**src/rtl/pc_fetch_unit.sv**
```systemverilog
// pc_fetch_unit
// Holds the architectural PC and sequences one instruction fetch at a time:
// IDLE -> FETCH -> (WAIT)* -> ISSUE -> FETCH ..., with absorbing HALT and
// FAULT states that only Reset leaves.
//
// Ports
//   Clk, Reset          rising-edge clock, synchronous active-high reset
//   NextPC              next address from the PC select mux (taken on ISSUE->FETCH)
//   Stall, Halt         decode-side controls, sampled only in ISSUE
//   IMemReq/IMemAddr    fetch request and address (address == PCResult)
//   IMemReady/IMemData  memory response, sampled only in FETCH and WAIT
//   PCResult, PCPlus4   current PC and PC+4 (mod 2^32) for the mux
//   Instruction         captured instruction word
//   InstrValid          Instruction is valid for decode (ISSUE)
//   Halted, FetchFault  sticky status (HALT / FAULT states)
//   RetiredCount        retired instructions, wraps modulo 2^CNT_W
//   DbgState            registered FSM state for observation
//
// Handshake: IMemReq is high for every cycle of a fetch (FETCH plus any WAIT
// cycles) with IMemAddr stable; the fetch completes on the first of those
// cycles in which IMemReady is high, and IMemData is captured on that edge.
// IMemReady in any other cycle has no effect.
module pc_fetch_unit #(
  parameter logic [31:0] RESET_PC = 32'h0000_0000,
  parameter int          MAX_WAIT = 15,
  parameter int          CNT_W    = 32
) (
  input  logic             Clk,
  input  logic             Reset,
  input  logic [31:0]      NextPC,
  input  logic             Stall,
  input  logic             Halt,
  output logic             IMemReq,
  output logic [31:0]      IMemAddr,
  input  logic             IMemReady,
  input  logic [31:0]      IMemData,
  output logic [31:0]      PCResult,
  output logic [31:0]      PCPlus4,
  output logic [31:0]      Instruction,
  output logic             InstrValid,
  output logic             Halted,
  output logic             FetchFault,
  output logic [CNT_W-1:0] RetiredCount,
  output logic [2:0]       DbgState
);

  localparam logic [2:0] ST_IDLE  = 3'd0;
  localparam logic [2:0] ST_FETCH = 3'd1;
  localparam logic [2:0] ST_WAIT  = 3'd2;
  localparam logic [2:0] ST_ISSUE = 3'd3;
  localparam logic [2:0] ST_HALT  = 3'd4;
  localparam logic [2:0] ST_FAULT = 3'd5;

  localparam logic [7:0] LP_MAX_WAIT = 8'(MAX_WAIT);

  logic [2:0]       r_state;
  logic [31:0]      r_pc;
  logic [31:0]      r_instr;
  logic [CNT_W-1:0] r_retired;
  logic [7:0]       r_wait_cnt;
  logic [7:0]       w_wait_inc;
  logic [CNT_W-1:0] w_retired_inc;

  assign w_wait_inc    = r_wait_cnt + 8'd1;
  assign w_retired_inc = r_retired + CNT_W'(1);

  always_ff @(posedge Clk) begin
    if (Reset) begin
      r_state    <= ST_IDLE;
      r_pc       <= RESET_PC;
      r_instr    <= 32'd0;
      r_retired  <= '0;
      r_wait_cnt <= 8'd0;
    end else begin
      case (r_state)
        ST_IDLE: r_state <= ST_FETCH;
        ST_FETCH: begin
          if (IMemReady) begin
            r_instr <= IMemData;
            r_state <= ST_ISSUE;
          end else begin
            r_wait_cnt <= 8'd0;
            r_state    <= ST_WAIT;
          end
        end
        ST_WAIT: begin
          if (IMemReady) begin
            r_instr <= IMemData;
            r_state <= ST_ISSUE;
          end else begin
            // The counter holds the number of WAIT cycles already spent, so
            // the fault is taken at the end of the MAX_WAIT-th WAIT cycle.
            r_wait_cnt <= w_wait_inc;
            if (w_wait_inc == LP_MAX_WAIT) r_state <= ST_FAULT;
          end
        end
        ST_ISSUE: begin
          // Stall outranks Halt; a halt instruction still retires.
          if (!Stall) begin
            if (Halt) begin
              r_retired <= w_retired_inc;
              r_state   <= ST_HALT;
            end else if (NextPC[1:0] == 2'b00) begin
              r_pc      <= NextPC;
              r_retired <= w_retired_inc;
              r_state   <= ST_FETCH;
            end else begin
              r_state <= ST_FAULT;
            end
          end
        end
        ST_HALT:  r_state <= ST_HALT;
        ST_FAULT: r_state <= ST_FAULT;
        default:  r_state <= ST_IDLE;
      endcase
    end
  end

  // All control outputs are decoded from the registered state only.
  assign IMemReq      = (r_state == ST_FETCH) || (r_state == ST_WAIT);
  assign InstrValid   = (r_state == ST_ISSUE);
  assign Halted       = (r_state == ST_HALT);
  assign FetchFault   = (r_state == ST_FAULT);
  assign IMemAddr     = r_pc;
  assign PCResult     = r_pc;
  assign PCPlus4      = r_pc + 32'd4;
  assign Instruction  = r_instr;
  assign RetiredCount = r_retired;
  assign DbgState     = r_state;

endmodule

```
**config.mk**
```make
export PLATFORM = sky130hd
export DESIGN_NAME = pc_fetch_unit
export DESIGN_NICKNAME = d
export VERILOG_FILES = /design/src/rtl/pc_fetch_unit.sv
export SDC_FILE = /design/constraint.sdc
export NUM_CORES = 1
export LEC_CHECK = 0
export CAP_MARGIN = 0
export CELL_PAD_IN_SITES_DETAIL_PLACEMENT = 1
export CELL_PAD_IN_SITES_GLOBAL_PLACEMENT = 2
export CORE_ASPECT_RATIO = 0.7
export CORE_MARGIN = 4
export CORE_UTILIZATION = 23
export CTS_CLUSTER_SIZE = 40
export DETAILED_ROUTE_END_ITERATION = 8
export PLACE_DENSITY_LB_ADDON = 0.1
export SKIP_LAST_GASP = 1
export SLEW_MARGIN = 30
export SYNTH_ARGS = -nofsm -noshare
export SYNTH_HDL_FRONTEND = slang
export SYNTH_SLANG_ARGS = --single-unit
```
**constraint.sdc**
```tcl
create_clock -name Clk -period 2.7 [get_ports Clk]
set_clock_uncertainty 0.1 [all_clocks]
set_input_delay 0.405 -clock Clk [delete_from_list [all_inputs] [get_ports Clk]]
set_output_delay 0.405 -clock Clk [all_outputs]
set_load 0.01 [all_outputs]
```
==> impl_metrics.tcl, run 1 <==
set metrics [dict create \
    drt-total-wl_um 20700 \
    rsz0062_at_grt "yes" \
    design.die.area_sq_mm 0.0256 \
    start_kind "flip-flop" \
    finalCriticalPeriod_ns 2.62 \
    outcome "finished, final reports clean" \
    cts_sinks 107 \
    drv_cap 0 \
    hold_violations 0 \
    ir_worst_vdd_uv 277 \
    finalSetupViolations 0 \
    r2r_start "DbgState[1]" \
    seq_area_frac_synth_pct 40.4 \
    dpl.hpwl_um 15800 \
    cts_made_buffers 9 \
    worstHoldPathType "flip-flop to flip-flop" \
    htreeDepth 3 \
    boundaryPins 236 \
    drive_gt1_share_pct 9.81 \
    rr_worst_depth 5 \
    slowest_delay_ns 0.56 \
    ys_ff_latch 107 \
    rrSetupSlack_ns 0.50 \
    place_congestion 0.795 \
    slowest_stage "clkdlybuf4s50_1" \
    syn_area_sq_mm 0.00530 \
    syn_to_final_growth_pct 57.1 \
    grt_pass1_wl_um 32700 \
    wire_per_inst_um 17.1 \
    syn_inst 677 \
    critPathMaxFanout 11 \
    post_cts_buffers 0 \
    viasPerCell 4.61 \
    fillers 2712 \
    crit_path_end_kind "output pin" \
    route.vias.total 5582 \
    insertion_delay_ns 0.36 \
    layout_commonest_cell "clkdlybuf4s50_1" \
    crit_buf_inv 2 \
    fp.dieW_um 189 \
    syn-num-nets 750 \
    regArea_sq_mm 0.00215 \
    grt_max_degree 59 \
    worstSetupStartpoint "IMemAddr[12]" \
    worst-path-stages 6 \
    required_ns 2.19 \
    worst_pin_slew_ns 0.689 \
    power.leakage_uw 0.00302 \
    instances_no_fill 1210 \
    max_freq_mhz 382 \
    p_per_area_mw_per_mm2 429 \
    grtUsageTotal_pct 15.9 \
    crit_arrival_ns 2.11 \
    slew_viol_final 0 \
    root_buffer "clkbuf_16" \
    cp-endpoint "PCPlus4[21]" \
    reg2reg_to "RetiredCount[28]" \
    grt_pass1_vias 5872 \
    clockBufferDepth 2 \
    nNetsFinal 965 \
    die_h_um 135 \
    yosys_warnings 0 \
    antenna_found_initial 1 \
    synth_cell_types 42 \
    path_clk_slew_ns 0.07 \
    drc 0 \
    path_cells "and4_4 -> nand4_1 -> buf_4 -> nor2_1 -> xnor2_1 -> clkdlybuf4s50_1" \
    path_class "flip-flop to output pin" \
    drt_pass1_iterations 5 \
    pre_cts_slack_ns 0.0990 \
    rows 46 \
    dp_cells 1193 \
    slew_headroom_pct 54.1 \
    worst_slack_ns 0.0812 \
    overflow 0 \
    floorplan.initialDensity_pct 23.4 \
    cts_tree "built" \
    synth_area_per_cell_sq_um 7.83 \
    fin_crit_sh_pct 97.0 \
    portBuffers 235 \
    drtAntennaViolNets 0 \
    drt_first_iter_violations 218 \
    coreArea_sq_mm 0.0227 \
    holdPathStages 2 \
    critPathTopFamily "buffers and inverters" \
    multi_input_area_sq_mm 0.00272 \
    layout_common_cells "215 x clkdlybuf4s50_1, 148 x nand2_1, 104 x dfxtp_1" \
]
[worst min-delay path by stage]
stage                 endpoint             from  slack [ns]
2_1_floorplan    r_wait_cnt[7]    r_wait_cnt[7]        0.36
3_3_place_gp   Instruction[11]  Instruction[11]        0.34
3_5_place_dp   Instruction[15]  Instruction[15]        0.35
4_1_cts         Instruction[4]   Instruction[4]        0.36
5_1_grt        Instruction[13]  Instruction[13]        0.38
6_report        Instruction[4]   Instruction[4]        0.36
[report_power, final]
group	switching (uW)	total (uW)	internal, uW
clock network	615	1480	864
logic	211	440	229
registers	31.0	1650	1620
total	857	3570	2710
[cells in the mapped netlist (all sizes together)]
cell type,n,area [sq um]
a211o,1,8.76
a21boi,1,7.51
a21oi,95,475
a31oi,1,6.26
a41oi,1,8.76
and2,5,31.3
and3,11,68.8
and3b,1,8.76
and4,9,80.1
and4bb,1,12.5
buf,41,310
clkbuf,34,128
dfxtp,107,2140
ha,4,50.1
inv,11,41.3
mux2,5,56.3
nand2,150,563
nand3,29,150
nand3b,3,22.5
nand4,12,87.6
nor2,24,90.1
nor2b,6,37.5
nor3,13,65.1
nor3b,3,22.5
nor4,9,56.3
o211a,1,10.0
o21ai,16,80.1
o21ba,1,10.0
o21bai,1,11.3
o31ai,14,105
o41ai,2,17.5
or3,9,56.3
or4,18,146
or4b,2,20.0
xnor2,15,131
xor2,21,184
[registers in the layout, indices dropped and copies added, names as in the netlist]
signal,flops
RetiredCount,32
r_wait_cnt,8
DbgState,3
IMemAddr,32
Instruction,32
[layer usage]
metal / vias to the layer above / track usage, % / share of wire, %
met5: - / 0 / 0.058
met4: 2 / 3.25 / 1.0
met3: 17 / 7.31 / 9.1
met2: 133 / 24.9 / 46
met1: 2687 / 20.3 / 44
li1: 2743 / - / -
[cell families (layout without fill, tap and decap cells)]
family                   count (synthesis)  count (layout)  synth area share, %
AND/OR/NAND/NOR                        305             305                 28.6
AO/OA/AOI/OAI                          134             134                 14.0
flip-flops                             107             107                 40.4
buffers and inverters                   86             306                 9.04
XOR/XNOR                                36              36                 5.95
multiplexers                             5               5                 1.06
adder cells (fa/ha/maj)                  4               4                0.944
other                                    0               1                    0
[stage by stage]
step	area, sq um	util (%)	hold WS (ns)	power, uW	setup TNS, ns
after floorplan	5300	-	0.358	1860	0
after global placement	7960	35.1	0.342	2130	0
after detailed placement	7960	35.1	0.349	2140	0
after CTS	8310	36.7	0.360	3660	0
after global routing	8330	36.7	0.380	3760	-0.0577
final	8330	36.7	0.358	3570	0
[repair_timing]
action                                  in CTS  in global routing
gates resized for setup                     29                  6
hold buffers                                 0                  0
endpoints found under the setup margin      20                  8
[layout make-up]
class                           count  share of cell area (%)
Antenna cell                        1                  0.0300
Clock buffer                       12                    3.08
Clock inverter                      4                   0.871
Inverter                           11                   0.496
Multi-Input combinational cell    484                    32.7
Sequential cell                   107                    25.8
Tap cell                          312                    4.69
Timing Repair Buffer              279                    32.4
[worst min-delay path, cell delays in order (launching register included)]
cell and delay, ns:
dfxtp_1 0.31, nand2_1 0.05, a21oi_1 0.05
No activity file was read; power rests on OpenSTA's default activity.
==> run 2, diff against run 1 <==
--- a/config.mk
+++ b/config.mk
@@ -11,6 +11,7 @@
 export CORE_ASPECT_RATIO = 0.7
 export CORE_MARGIN = 4
 export CORE_UTILIZATION = 23
+export CTS_BUF_LIST = sky130_fd_sc_hd__clkbuf_4 sky130_fd_sc_hd__clkbuf_8 sky130_fd_sc_hd__clkbuf_16
 export CTS_CLUSTER_SIZE = 40
 export DETAILED_ROUTE_END_ITERATION = 8
 export PLACE_DENSITY_LB_ADDON = 0.1
==> impl_metrics.tcl, run 2 (same netlist as run 1, synthesis figures left out) <==
set metrics [dict create \
    finalCriticalPeriod_ns 2.62 \
    ir_worst_vdd_uv 273 \
    slew_viol_final 0 \
    final_area_sq_mm 0.00833 \
    drtAntennaViolNets 0 \
    floorplan.initialDensity_pct 23.4 \
    drt_pass1_iterations 5 \
    power_uw 3580 \
    drt-total-wl_um 20700 \
    syn_to_final_growth_pct 57.1 \
    p_int_uw 2720 \
    combinationalPowerShare_pct 12.3 \
    antenna_found_initial 1 \
    p_clk_share_pct 41.6 \
    root_buffer "clkbuf_16" \
    grt_pass1_wl_um 32700 \
    start_kind "flip-flop" \
    grt_max_degree 59 \
    final_util_pct 36.7 \
    htreeDepth 3 \
    crit_arrival_ns 2.11 \
    slowest_stage "clkdlybuf4s50_1" \
    fillers 2709 \
    nNetsFinal 965 \
    max_freq_mhz 382 \
    required_ns 2.19 \
    path_clk_slew_ns 0.07 \
    drive_gt1_share_pct 9.92 \
    layout_common_cells "215 x clkdlybuf4s50_1, 148 x nand2_1, 104 x dfxtp_1" \
    boundaryPins 236 \
    path_cells "and4_4 -> nand4_1 -> buf_4 -> nor2_1 -> xnor2_1 -> clkdlybuf4s50_1" \
    critPathMaxFanout 11 \
    viasPerCell 4.62 \
    place_congestion 0.795 \
    switching_share_pct 24.0 \
    design.die.area_sq_mm 0.0256 \
    cts_made_buffers 9 \
    drc 0 \
    outcome "finished, final reports clean" \
    worstHoldPathType "flip-flop to flip-flop" \
    fin_crit_sh_pct 97.0 \
    slowest_delay_ns 0.56 \
    cts_tree "built" \
    portBuffers 235 \
    dp_cells 1193 \
    layout_commonest_cell "clkdlybuf4s50_1" \
    grt_pass1_vias 5869 \
    overflow 0 \
    rsz0062_at_grt "yes" \
    wire_per_inst_um 17.1 \
    multi_input_area_sq_mm 0.00272 \
    fp.dieW_um 189 \
    hold_violations 0 \
    die_h_um 135 \
    cts_sinks 107 \
    rows 46 \
    slew_headroom_pct 54.1 \
    insertion_delay_ns 0.36 \
    p_seq_share_pct 46.1 \
    coreArea_sq_mm 0.0227 \
    power.leakage_uw 0.00302 \
    worst_pin_slew_ns 0.689 \
    grtUsageTotal_pct 15.9 \
    clockBufferDepth 2 \
    drv_cap 0 \
    drt_first_iter_violations 212 \
    route.vias.total 5589 \
    switching_power_uw 859 \
    p_per_area_mw_per_mm2 430 \
    regArea_sq_mm 0.00215 \
    path_class "flip-flop to output pin" \
    crit_path_end_kind "output pin" \
    dpl.hpwl_um 15800 \
    instances_no_fill 1210 \
    place_area_sq_mm 0.00796 \
    finalSetupViolations 0 \
]
## run 2: metal layers
| metal | vias up | wire length [um] | GRT usage, % | share of wire, % |
|---|---|---|---|---|
| met5 | - | 12 | 0 | 0.058 |
| met4 | 2 | 210 | 3.25 | 1.0 |
| met3 | 17 | 1890 | 7.29 | 9.1 |
| met2 | 137 | 9490 | 24.8 | 46 |
| met1 | 2690 | 9110 | 20.4 | 44 |
| li1 | 2743 | - | - | - |
## run 2: repair_timing
item / 4_1_cts / 5_1_grt
setup buffers: 0 / 0
gates resized for setup: 29 / 6
cloned: 0 / 0
hold buffers: 0 / 0
setup endpoints to repair: 20 / 8
## run 2: final timing paths
path	start	to	slack, ns	cells after the start
min reg2reg	Instruction[4]	Instruction[4]	0.36	2
min	Instruction[4]	Instruction[4]	0.36	2
max reg2reg	DbgState[1]	RetiredCount[28]	0.50	5
max	IMemAddr[12]	PCPlus4[21]	0.08	6
## run 2: stage by stage
step	setup WS, ns	TNS, ns	hold slack [ns]
4_1_cts	0.00535	0	0.360
3_3_place_gp	0.159	0	0.342
2_1_floorplan	0.579	0	0.358
6_report	0.0812	0	0.358
5_1_grt	-0.0577	-0.0577	0.380
3_5_place_dp	0.0990	0	0.349
## run 2: worst max-delay path, delay by kind of cell, from the launching register on
kind | cells | cell delay [ns]
XOR/XNOR | 1 | 0.14
buffers and inverters | 2 | 0.76
AND/OR/NAND/NOR | 3 | 0.52
flip-flops | 1 | 0.34
## run 2: layout make-up
cell class | instances | share of cell area [%]
multi-input cells | 484 | 32.7
repair buffers | 279 | 32.4
flip-flops and latches | 107 | 25.8
well taps | 312 | 4.68
clock buffers | 12 | 3.12
clock inverters | 4 | 0.871
inverters | 11 | 0.495
diodes | 1 | 0.0300
## run 2: power by group through the flow
stage          Clock, uW  Combinational [uW]  Sequential [uW]
2_1_floorplan          0                 161             1700
3_3_place_gp           0                 441             1690
3_5_place_dp           0                 449             1690
4_1_cts             1570                 451             1650
5_1_grt             1630                 485             1660
6_report            1490                 440             1650
==> run 3, diff against run 2 <==
--- a/config.mk
+++ b/config.mk
@@ -10,10 +10,11 @@
 export CELL_PAD_IN_SITES_GLOBAL_PLACEMENT = 2
 export CORE_ASPECT_RATIO = 0.7
 export CORE_MARGIN = 4
-export CORE_UTILIZATION = 23
+export CORE_UTILIZATION = 24
 export CTS_BUF_LIST = sky130_fd_sc_hd__clkbuf_4 sky130_fd_sc_hd__clkbuf_8 sky130_fd_sc_hd__clkbuf_16
 export CTS_CLUSTER_SIZE = 40
 export DETAILED_ROUTE_END_ITERATION = 8
+export GPL_ROUTABILITY_DRIVEN = 0
 export PLACE_DENSITY_LB_ADDON = 0.1
 export SKIP_LAST_GASP = 1
 export SLEW_MARGIN = 30
==> constraint.sdc (replaced) <==
create_clock -name Clk -period 3.4 [get_ports Clk]
set_clock_uncertainty 0.1 [all_clocks]
set_input_delay 0.51 -clock Clk [delete_from_list [all_inputs] [get_ports Clk]]
set_output_delay 0.51 -clock Clk [all_outputs]
set_load 0.01 [all_outputs]
==> impl_metrics.tcl, run 3 (same netlist as run 1, synthesis figures left out) <==
set metrics [dict create \
    portBuffers 235 \
    post_cts_buffers 0 \
    max_freq_mhz 309 \
    drc 0 \
    rrSetupSlack_ns 1.04 \
    path_clk_slew_ns 0.08 \
    route.vias.total 5458 \
    power.leakage_uw 0.00271 \
    overflow 0 \
    grt_pass1_wl_um 31800 \
    ctsResizeCount 0 \
    gr-max-usage-layer "met2" \
    viasPerCell 4.77 \
    cts_sinks 107 \
    nNetsFinal 932 \
    drt_pass1_iterations 4 \
    met3_usage_pct 6.81 \
    drtAntennaViolNets 0 \
    layout_commonest_cell "clkdlybuf4s50_1" \
    outcome "finished, final reports clean" \
    cts_tree "built" \
    hold_violations 0 \
    grt_max_degree 74 \
    wire_per_inst_um 17.6 \
    coreArea_sq_mm 0.0217 \
    die_h_um 132 \
    start_kind "flip-flop" \
    rows 45 \
    n_antenna_cell 0 \
    crit_arrival_ns 2.63 \
    clockBufferDepth 2 \
    drt-total-wl_um 20100 \
    ir_worst_vdd_uv 214 \
    slowest_delay_ns 0.56 \
    use_met2_pct 24.7 \
    critPathMaxFanout 11 \
    dp_cells 1130 \
    slew_headroom_pct 43.6 \
    path_cells "and4_1 -> nand4_1 -> buf_4 -> nor4_1 -> xor2_1 -> clkdlybuf4s50_1" \
    tns_ns 0 \
    grt_pass1_vias 5460 \
    holdWs_ns 0.354 \
    drive_gt1_share_pct 4.87 \
    htreeDepth 3 \
    antenna_found_initial 0 \
    grtUsageMet1_pct 21.1 \
    instances_no_fill 1145 \
    finalCriticalPeriod_ns 3.24 \
    fin_crit_sh_pct 95.3 \
    p_per_area_mw_per_mm2 370 \
    fp.dieW_um 186 \
    crit_path_end_kind "output pin" \
    required_ns 2.79 \
    finalSetupViolations 0 \
    path_class "flip-flop to output pin" \
    drv_cap 0 \
    boundaryPins 236 \
    floorplan.initialDensity_pct 24.5 \
    worst_pin_slew_ns 0.847 \
    insertion_delay_ns 0.36 \
    slowest_stage "clkdlybuf4s50_1" \
    power_uw 2970 \
    syn_to_final_growth_pct 51.3 \
    grtUsageTotal_pct 16.1 \
    layout_common_cells "234 x clkdlybuf4s50_1, 150 x nand2_1, 107 x dfxtp_1" \
    worstHoldPathType "flip-flop to flip-flop" \
    slew_viol_final 0 \
    hold_buffers 0 \
    cts_made_buffers 9 \
    dpl.hpwl_um 14900 \
    root_buffer "clkbuf_16" \
    rsz0062_at_grt "no" \
    design.die.area_sq_mm 0.0246 \
    drt_first_iter_violations 220 \
]
==> run 3: worst paths after layout <==
check                endpoint  depth (start not counted)       startpoint
max               PCPlus4[28]                          6     IMemAddr[14]
min           Instruction[20]                          2  Instruction[20]
max reg2reg  RetiredCount[27]                          4      DbgState[1]
min reg2reg   Instruction[20]                          2  Instruction[20]
==> run 3: where the power goes <==
part | switching [uW] | internal (uW) | total (uW)
sequential | 28.9 | 1290 | 1320
combinational | 164 | 177 | 340
clock | 505 | 810 | 1310
==> run 3: routing by layer <==
| metal | up-vias | wire, um | share of wire, % |
|---|---|---|---|
| li1 | 2676 | - | - |
| met1 | 2618 | 9100 | 45 |
| met2 | 143 | 9020 | 45 |
| met3 | 21 | 1710 | 8.5 |
| met4 | 0 | 287 | 1.4 |
| met5 | - | 0 | 0 |
==> run 3: through the flow <==
stage          cell area (sq um)  worst slack (ns)  util, %
2_1_floorplan               5300              1.17        -
3_3_place_gp                7650             0.534     35.3
3_5_place_dp                7650             0.507     35.3
4_1_cts                     8010             0.103     37.0
5_1_grt                     8020           0.00249     37.0
6_report                    8020             0.159     37.0
==> run 3: final cells by class <==
| cell class | instances | area (sq um) |
|---|---|---|
| clock buffers | 10 | 239 |
| clock inverters | 5 | 125 |
| fillers | 2551 | 13700 |
| inverters | 11 | 41.3 |
| multi-input cells | 484 | 2690 |
| flip-flops and latches | 107 | 2140 |
| well taps | 282 | 353 |
| repair buffers | 246 | 2430 |
==> run 3: worst max-delay path, delay by kind of cell (launching register included) <==
family | cells | cell delay (ns)
buffers and inverters | 2 | 0.78
XOR/XNOR | 1 | 0.18
AND/OR/NAND/NOR | 3 | 0.86
flip-flops | 1 | 0.45
